==> src/rtl/fp8_mul_arbiter.sv <==
// Round-robin arbiter that shares one combinational FP8 multiplier between two requesters.
// Operands are held for MUL_LATENCY cycles, then the product is captured and returned to the winner.
module fp8_mul_arbiter #(
  parameter int MUL_LATENCY = 1,
  parameter int CNT_W       = 16
) (
  input  logic             clk,
  input  logic             rst_n,
  input  logic             req0_valid,
  output logic             req0_ready,
  input  logic [7:0]       req0_op1,
  input  logic [7:0]       req0_op2,
  input  logic             req1_valid,
  output logic             req1_ready,
  input  logic [7:0]       req1_op1,
  input  logic [7:0]       req1_op2,
  output logic             rsp0_valid,
  input  logic             rsp0_ready,
  output logic             rsp1_valid,
  input  logic             rsp1_ready,
  output logic [7:0]       rsp_res,
  output logic [7:0]       mul_op1,
  output logic [7:0]       mul_op2,
  input  logic [7:0]       mul_res,
  output logic             busy,
  output logic [CNT_W-1:0] op_count
);

  typedef enum logic [1:0] {
    IDLE = 2'd0,
    BUSY = 2'd1,
    RESP = 2'd2
  } state_t;

  localparam logic [3:0] LAT_M1 = 4'(MUL_LATENCY - 1);

  state_t           r_state;
  logic             r_last_grant;
  logic             r_grant_id;
  logic [3:0]       r_cnt;
  logic [7:0]       r_op1;
  logic [7:0]       r_op2;
  logic [7:0]       r_rsp_res;
  logic [CNT_W-1:0] r_op_count;

  logic w_grant;
  logic w_req_hs;
  logic w_rsp_hs;

  // Contention goes to the requester not served last; a lone requester always wins.
  assign w_grant    = (req0_valid && req1_valid) ? ~r_last_grant : req1_valid;
  assign req0_ready = (r_state == IDLE) && !w_grant && req0_valid;
  assign req1_ready = (r_state == IDLE) &&  w_grant && req1_valid;
  assign w_req_hs   = req0_ready || req1_ready;
  assign w_rsp_hs   = r_grant_id ? rsp1_ready : rsp0_ready;

  assign rsp0_valid = (r_state == RESP) && !r_grant_id;
  assign rsp1_valid = (r_state == RESP) &&  r_grant_id;
  assign rsp_res    = r_rsp_res;
  assign mul_op1    = r_op1;
  assign mul_op2    = r_op2;
  assign busy       = (r_state != IDLE);
  assign op_count   = r_op_count;

  always_ff @(posedge clk or negedge rst_n) begin
    if (!rst_n) begin
      r_state      <= IDLE;
      r_last_grant <= 1'b1;
      r_grant_id   <= 1'b0;
      r_cnt        <= 4'd0;
      r_op1        <= 8'd0;
      r_op2        <= 8'd0;
      r_rsp_res    <= 8'd0;
      r_op_count   <= '0;
    end else begin
      case (r_state)
        IDLE: begin
          if (w_req_hs) begin
            r_op1      <= w_grant ? req1_op1 : req0_op1;
            r_op2      <= w_grant ? req1_op2 : req0_op2;
            r_grant_id <= w_grant;
            r_cnt      <= LAT_M1;
            r_state    <= BUSY;
          end
        end
        BUSY: begin
          if (r_cnt == 4'd0) begin
            r_rsp_res <= mul_res;
            r_state   <= RESP;
          end else begin
            r_cnt <= r_cnt - 4'd1;
          end
        end
        RESP: begin
          if (w_rsp_hs) begin
            r_last_grant <= r_grant_id;
            r_op_count   <= r_op_count + CNT_W'(1);
            r_state      <= IDLE;
          end
        end
        default: r_state <= IDLE;
      endcase
    end
  end

endmodule

==> config.mk <==
export PLATFORM = sky130hd
export DESIGN_NAME = fp8_mul_arbiter
export DESIGN_NICKNAME = d
export VERILOG_FILES = /design/src/rtl/fp8_mul_arbiter.sv
export SDC_FILE = /design/constraint.sdc
export NUM_CORES = 1
export LEC_CHECK = 0
export BUFFER_PORTS_ARGS = -buffer_cell sky130_fd_sc_hd__buf_4
export CORE_MARGIN = 2
export CORE_UTILIZATION = 48
export CTS_BUF_LIST = sky130_fd_sc_hd__clkbuf_4 sky130_fd_sc_hd__clkbuf_8 sky130_fd_sc_hd__clkbuf_16
export DETAILED_ROUTE_END_ITERATION = 8
export HOLD_SLACK_MARGIN = 0.12
export PLACE_DENSITY = 0.9
export SLEW_MARGIN = 20
export SYNTH_ARGS = -nofsm -noshare
export SYNTH_HDL_FRONTEND = slang
export SYNTH_SLANG_ARGS = --single-unit
export TNS_END_PERCENT = 50
==> constraint.sdc <==
create_clock -name clk -period 2.3 [get_ports clk]
set_input_delay 0.23 -clock clk [delete_from_list [all_inputs] [get_ports clk]]
set_output_delay 0.23 -clock clk [all_outputs]
set_load 0.005 [all_outputs]
==> out/summary.md, run 1 <==
* finished clean — run status
* 2.49 ns — Required @ worst endpoint
* 0 ns — TNS Setup
* 0.00547 ns — worst-case clock skew
* 2.11 ns — arrival time of the worst setup path
* 0.324 — switching fraction of total power
* 72.2 um — overall die height
* 0 — aggregate global routing overflow
* register — launching element type of the critical path
* rsp_res[0]$_DFFE_PN0P_ — endpoint of the worst setup timing path
* in2reg — path category of the worst min-delay check
* 5030 um — Routed Wire Length
* inv_1 -> ha_1 -> or3b_4 -> or2_1 -> mux2_4 — critical-path cell list
* 245 — number of nets in the synthesized netlist
* 0.155 ns — worst hold slack after final layout
* 2 — maximum level of the CTS H-tree
* 0 — maximum capacitance violations
* 0.538 — sequential cell area fraction in the yosys report
* 0 — number of flops mapped to enable cells by yosys
* 340 — net total in the final layout
* 38.2% — layout overhead on the synthesized area
* 0.600 — Rel. slew slack
* done — CTS tree
* 1110 uW — Switching Power
* 48 — number of clock sinks seen by CTS
* 0.201 — total global-route track usage
* 0.404 — part of the power in registers
* 14.6 um — Wirelength per Cell
* 2230 um2 — post-synthesis instance area
* rsp_res[0]$_DFFE_PN0P_ — reg-to-reg endpoint
* 94 x sky130_fd_sc_hd__buf_4, 47 x sky130_fd_sc_hd__dfrtp_1, 27 x sky130_fd_sc_hd__nor2_1 — most frequent cells in the layout
* 0.41 ns — largest stage delay on the critical path
* 4 — number of detailed-route iterations in the first pass
* 0.599 ns — Tightest Pin Transition
* 2 — Clock Path Buffers
* 72.2 um — die width
* 0.506 — initial core utilization
* 0.08 ns — clock input transition at the sequential cells of the worst setup and hold paths
* sky130_fd_sc_hd__clkbuf_8 — Root Buffer Master
* 0.176 — Clock Power Share
* 0.801 — routability congestion estimate
* 5 — depth of the critical timing path with buffers and inverters included
* 0 — Warnings, synthesis
* simple AND/OR/NAND/NOR gates — cell family with most CP delay
* 1801 — vias in the first global route
* 0 — number of pins exceeding their max-slew limit in the final report
* 48 — Synth Register Bits
* 91 — boundary pin count
* 351 — Fill cells
* 196 — Cells after Synth
* sky130_fd_sc_hd__buf_4 — most frequent standard cell in the layout excluding fill and tap cells
* register — endpoint kind of the worst setup timing path
* 1 — CTS hold repair buffers
* 5 — Num CTS Buffers
* 0 — count of instances resized after the clock tree is built
* 1.92 ns — fin crit period
* sky130_fd_sc_hd__dfrtp_1 — Synth Flop Type
* 0 — final antenna-violating net count
* 74 — DRT iter0 DRCs
* r_cnt[0]$_DFFE_PN0P_ — launch point of the critical path
* 0.000606 V — Worst IR Drop VDD
* 0 — count of endpoints failing setup in the final report
* 1746 — via count
* false — RSZ-0062 raised after global routing
* 0.408 — share of cells above drive strength 1
* 0 — number of antenna violations at the first check in global routing
* 2320 uW — Cell Int Power
* 90 — quantity of I/O buffers inserted on ports
* 0.00156 uW — Leak Pwr
* 24 — number of standard-cell rows in the floorplan
* 5220 um2 — die outline area
* 0.834 — share of the clock period used by the worst path after layout
* 0 — final hold violation count
* 34 — number of distinct library cell variants in the gate-level netlist after synthesis
* reg2reg — critical path type
* 0 — drc violations
* 5 — cell depth of the worst flop-to-flop path
* 49 — maximum number of pins on one net before global-route repair
* 0.38 ns — setup slack, reg-to-reg
* 0.30 ns — latest clock arrival within the worst-skew pair
* 0 — Post-CTS Repair Setup Buffers
* 3730 um — half-perimeter wire length of the detailed placement result
* 1.00 — Async S/R FF share, synth
* 1110 nW/um2 — power density relative to cell area
* 5.08 — Avg Vias per Cell
* 4410 um2 — Core ar.
* 0.420 — Gate power share
* 9 — maximum fanout along the worst path
* 0.521 GHz — Max Clock Freq
* 8160 um — first-pass GRT wire length
* 1 — buffer and inverter count on the worst path
* 11.4 um2 — Post-Syn Area per Cell
* sky130_fd_sc_hd__dfrtp_1 — crit path max-delay cell type
* r_cnt[0]$_DFFE_PN0P_ — launch point of the worst reg-to-reg path
* 0 — antenna cells
==> metrics by stage <==
stage	setup WS, ns	area (um2)	power [uW]	std cells	util
after floorplan	0.570	2230	2180	196	-
after global placement	0.450	2970	2770	335	0.672
after detailed placement	0.397	2970	2850	335	0.672
after CTS	0.388	3090	3470	344	0.700
after global routing	0.310	3090	3660	344	0.700
final	0.382	3090	3430	344	0.700
==> registers in the layout (all words and copies together), names as in the netlist <==
register / count
r_cnt: 4
op_count: 16
r_last_grant: 1
mul_op1: 8
mul_op2: 8
rsp_res: 8
r_grant_id: 1
r_state: 2
==> worst min-delay path by stage <==
stage	start	endpoint	slack, ns	depth (start not counted)
floorplan	rst_n	mul_op1[0]$_DFFE_PN0P_	-0.07	0
global placement	rst_n	op_count[10]$_DFFE_PN0P_	0.28	1
detailed placement	rst_n	op_count[10]$_DFFE_PN0P_	0.28	1
CTS	mul_res[3]	rsp_res[3]$_DFFE_PN0P_	0.15	2
global route	mul_res[3]	rsp_res[3]$_DFFE_PN0P_	0.14	2
finish	mul_res[3]	rsp_res[3]$_DFFE_PN0P_	0.16	2
==> synth_stat cells (4+ instances only) <==
cell                       n  area share
sky130_fd_sc_hd__nand2_1   7       0.012
sky130_fd_sc_hd__nor2_1   27       0.045
sky130_fd_sc_hd__xnor2_1  11       0.043
sky130_fd_sc_hd__mux2i_1  17       0.076
sky130_fd_sc_hd__inv_1     5      0.0084
sky130_fd_sc_hd__a21oi_1  18       0.040
sky130_fd_sc_hd__mux2_4    8       0.054
sky130_fd_sc_hd__mux2_2    4       0.020
sky130_fd_sc_hd__dfrtp_1  47        0.53
sky130_fd_sc_hd__nand3_1   9       0.020
sky130_fd_sc_hd__xor2_1    6       0.024
==> final cells by class <==
class / instances / area (um2) / area share
well taps: 52 / 65.1 / 0.0211
flip-flops and latches: 48 / 1200 / 0.389
multi-input cells: 136 / 976 / 0.316
clock inverters: 2 / 35.0 / 0.0113
repair buffers: 95 / 716 / 0.232
clock buffers: 6 / 76.3 / 0.0247
inverters: 5 / 18.8 / 0.00608
==> logic make-up after synthesis <==
| family | after synthesis | synth area share |
|---|---|---|
| compound gates | 23 | 0.0566 |
| fa+ha+maj | 3 | 0.0168 |
| simple gates | 64 | 0.145 |
| flops | 48 | 0.538 |
| buf+inv | 12 | 0.0269 |
| xor+xnor | 17 | 0.0666 |
| mux | 29 | 0.150 |
==> per-layer routing <==
layer | vias up | GRT usage | part of all wire
met5 | - | 0 | 0
met3 | 8 | 0.0333 | 0.044
li1 | 857 | - | -
met1 | 837 | 0.241 | 0.40
met4 | 0 | 0.0755 | 0.016
met2 | 44 | 0.363 | 0.54
==> power by group through the flow <==
| stage | logic [uW] | registers (uW) | clock network (uW) |
|---|---|---|---|
| final | 1440 | 1390 | 605 |
| after global routing | 1580 | 1430 | 659 |
| after CTS | 1470 | 1390 | 620 |
| after detailed placement | 1450 | 1390 | 0 |
| after global placement | 1390 | 1380 | 0 |
| after floorplan | 795 | 1380 | 0 |
==> worst reg2reg max path: stages (launching register included) <==
cell and delay, ns:
sky130_fd_sc_hd__dfrtp_1 0.41, sky130_fd_sc_hd__inv_1 0.09, sky130_fd_sc_hd__ha_1 0.14, sky130_fd_sc_hd__or3b_4 0.38, sky130_fd_sc_hd__or2_1 0.41, sky130_fd_sc_hd__mux2_4 0.37
(Power assumes the default switching activity.)
==> run 2, diff against run 1 <==
Settings changed: CORE_UTILIZATION 48 to 43, PLACE_DENSITY 0.9 to 0.85.
Clock period 2.3 ns to 1.7 ns, I/O delays scaled along.
==> out/summary.md, run 2 (same netlist as run 1, synthesis figures left out) <==
* finished, violations left — run status
* setup timing — violations in the final reports
* 0.440 — initial core utilization, -0.0659
* 9 — maximum fanout along the worst path, unchanged
* 3810 um — half-perimeter wire length of the detailed placement result, +2.1%
* 8 — count of endpoints failing setup in the final report, +8
* 0 — maximum capacitance violations, unchanged
* 95 — DRT iter0 DRCs, +28%
* done — CTS tree
* 0.328 — switching fraction of total power, +0.00370
* register — endpoint kind of the worst setup timing path
* r_cnt[0]$_DFFE_PN0P_ — launch point of the worst reg-to-reg path
* 13.6 um — Wirelength per Cell, -6.8%
* 2 — Clock Path Buffers, unchanged
* rsp1_ready — beginning of the worst hold path
* 5 — Num CTS Buffers, unchanged
* 0.603 — Rel. slew slack, +0.00237
* 1.88 ns — Required @ worst endpoint, -0.61 ns
* 0.157 ns — worst hold slack after final layout, +0.00175 ns
* 0.30 ns — latest clock arrival within the worst-skew pair, about the same
* r_cnt[0]$_DFFE_PN0P_ — launch point of the critical path
* 0 — number of pins exceeding their max-slew limit in the final report, unchanged
* sky130_fd_sc_hd__buf_4 — most frequent standard cell in the layout excluding fill and tap cells
* 0.00636 ns — worst-case clock skew, +0.000891 ns
* 1540 uW — Switching Power, +38%
* 5070 um2 — Core ar., +15%
* 16 — number of flip-flops under the largest register name, unchanged
* 0.587 GHz — Max Clock Freq, +13%
* 0 — drc violations, unchanged
* 0.596 ns — Tightest Pin Transition, -0.00356 ns
* 0.822 — routability congestion estimate, +2.7%
* 0.000670 V — Worst IR Drop VDD, +11%
* 359 — Cell Count Post-Placement, +7.2%
* 26 — number of standard-cell rows in the floorplan, +8.3%
* 1440 nW/um2 — power density relative to cell area, +30%
* 357 — net total in the final layout, +5.0%
* 0.00163 uW — Leak Pwr, +4.8%
* -0.00381 ns — slack of the critical path, -0.386 ns
* 1.70 ns — fin crit period, -0.214 ns
* 1846 — via count, +5.7%
* 4.87 — Avg Vias per Cell, -4.0%
* sky130_fd_sc_hd__clkbuf_8 — Root Buffer Master
* 102 x sky130_fd_sc_hd__buf_4, 47 x sky130_fd_sc_hd__dfrtp_1, 27 x sky130_fd_sc_hd__nor2_1 — most frequent cells in the layout
* reg2reg — critical path type
* register — launching element type of the critical path
* 2 — maximum level of the CTS H-tree, unchanged
* 5170 um — Routed Wire Length, +2.7%
* 91 — boundary pin count, unchanged
* 0.424 — share of cells above drive strength 1, +0.0164
* 0 — final hold violation count, unchanged
* 49 — maximum number of pins on one net before global-route repair, unchanged
* 1.89 ns — arrival time of the worst setup path, -0.22 ns
* 0.456 — Gate power share, +0.036
* 48 — number of clock sinks seen by CTS, unchanged
* 0.396 — part of the power in registers, -0.008
* true — RSZ-0062 raised after global routing
* 0 — final antenna-violating net count, unchanged
* 90 — quantity of I/O buffers inserted on ports, unchanged
* 76.1 um — overall die height, +5.3%
* 8560 um — first-pass GRT wire length, +4.9%
* in2reg — path category of the worst min-delay check
* 0.643 — final standard cell utilization of the core, -0.0571
* 76.1 um — die width, +5.3%
* 3150 uW — Cell Int Power, +36%
* 0.148 — Clock Power Share, -0.028
* 0 — antenna cells, unchanged
* 0 — aggregate global routing overflow, unchanged
* 46.0% — layout overhead on the synthesized area
* 5790 um2 — die outline area, +11%
* 0.09 ns — clock input transition at the sequential cells of the worst setup and hold paths, about the same
* 0.184 — total global-route track usage, -0.0175
* 1870 — vias in the first global route, +3.8%
* 1.00 — share of the clock period used by the worst path after layout, +0.168
* 0 — number of antenna violations at the first check in global routing, unchanged
* 4 — number of detailed-route iterations in the first pass, unchanged
* 379 — count of non-filler cells in the finished layout, +10%
[run 2: changes by cell type in the layout (fill, tap and decap cells not counted), moves of 2 or more]
| cell | delta |
|---|---|
| sky130_fd_sc_hd__inv_1 | -2 |
| sky130_fd_sc_hd__inv_2 | +2 |
| sky130_fd_sc_hd__dlygate4sd3_1 | +8 |
| sky130_fd_sc_hd__buf_4 | +8 |
[run 2: metal layers]
layer,routed length (um),global-route usage
met5,0,0
met4,93,0.0527
met3,268,0.0533
met2,2680,0.327
met1,2120,0.217
[run 2: critical path, stage by stage (launching register included)]
cell                      delay [ns]
sky130_fd_sc_hd__dfrtp_1        0.40
sky130_fd_sc_hd__inv_2          0.07
sky130_fd_sc_hd__ha_1           0.13
sky130_fd_sc_hd__or3b_4         0.37
sky130_fd_sc_hd__or2_4          0.31
sky130_fd_sc_hd__mux2_4         0.31
[run 2: power by group through the flow]
stage	Combinational [uW]	Clock, uW	Sequential, uW
after floorplan	1080	0	1870
after global placement	2000	0	1860
after detailed placement	2070	0	1880
after CTS	2150	715	1860
after global routing	2380	771	1920
final	2140	693	1860
[run 2: layout make-up]
| cell class | instances | area, um2 |
|---|---|---|
| Clock buffer | 6 | 82.6 |
| Clock inverter | 2 | 10.0 |
| Fill cell | 428 | 1810 |
| Inverter | 5 | 18.8 |
| Multi-Input combinational cell | 136 | 985 |
| Sequential cell | 48 | 1200 |
| Tap cell | 70 | 87.6 |
| Timing Repair Buffer | 112 | 876 |
[run 2: final timing paths]
| check | to | slack [ns] | cells past startpoint |
|---|---|---|---|
| max | rsp_res[1]$_DFFE_PN0P_ | -0.004 | 5 |
| min | r_last_grant$_DFFE_PN1P_ | 0.16 | 3 |
| max reg2reg | rsp_res[1]$_DFFE_PN0P_ | -0.004 | 5 |
| min reg2reg | op_count[15]$_DFFE_PN0P_ | 0.49 | 1 |
| max in group asynchronous | mul_op2[3]$_DFFE_PN0P_ | 0.87 | 2 |
| min in group asynchronous | rsp_res[2]$_DFFE_PN0P_ | 0.43 | 2 |
[run 2: what timing repair did]
item	4_1_cts	5_1_grt
pin swaps	0	1
gates resized for setup	4	1
hold endpoints to repair	55	0
setup endpoints to repair	10	13
gates cloned	0	0
setup buffers	1	2
hold buffers	9	0
[run 2: stage by stage]
step / power (uW) / setup slack, ns / setup TNS (ns) / area, um2
global route: 5070 / -0.0618 / -0.564 / 3260
floorplan: 2950 / -0.0305 / -0.244 / 2230
CTS: 4720 / -0.00271 / -0.00557 / 3250
finish: 4690 / -0.00381 / -0.0147 / 3260
global placement: 3860 / -0.0940 / -0.750 / 3050
detailed placement: 3950 / -0.154 / -1.24 / 3050
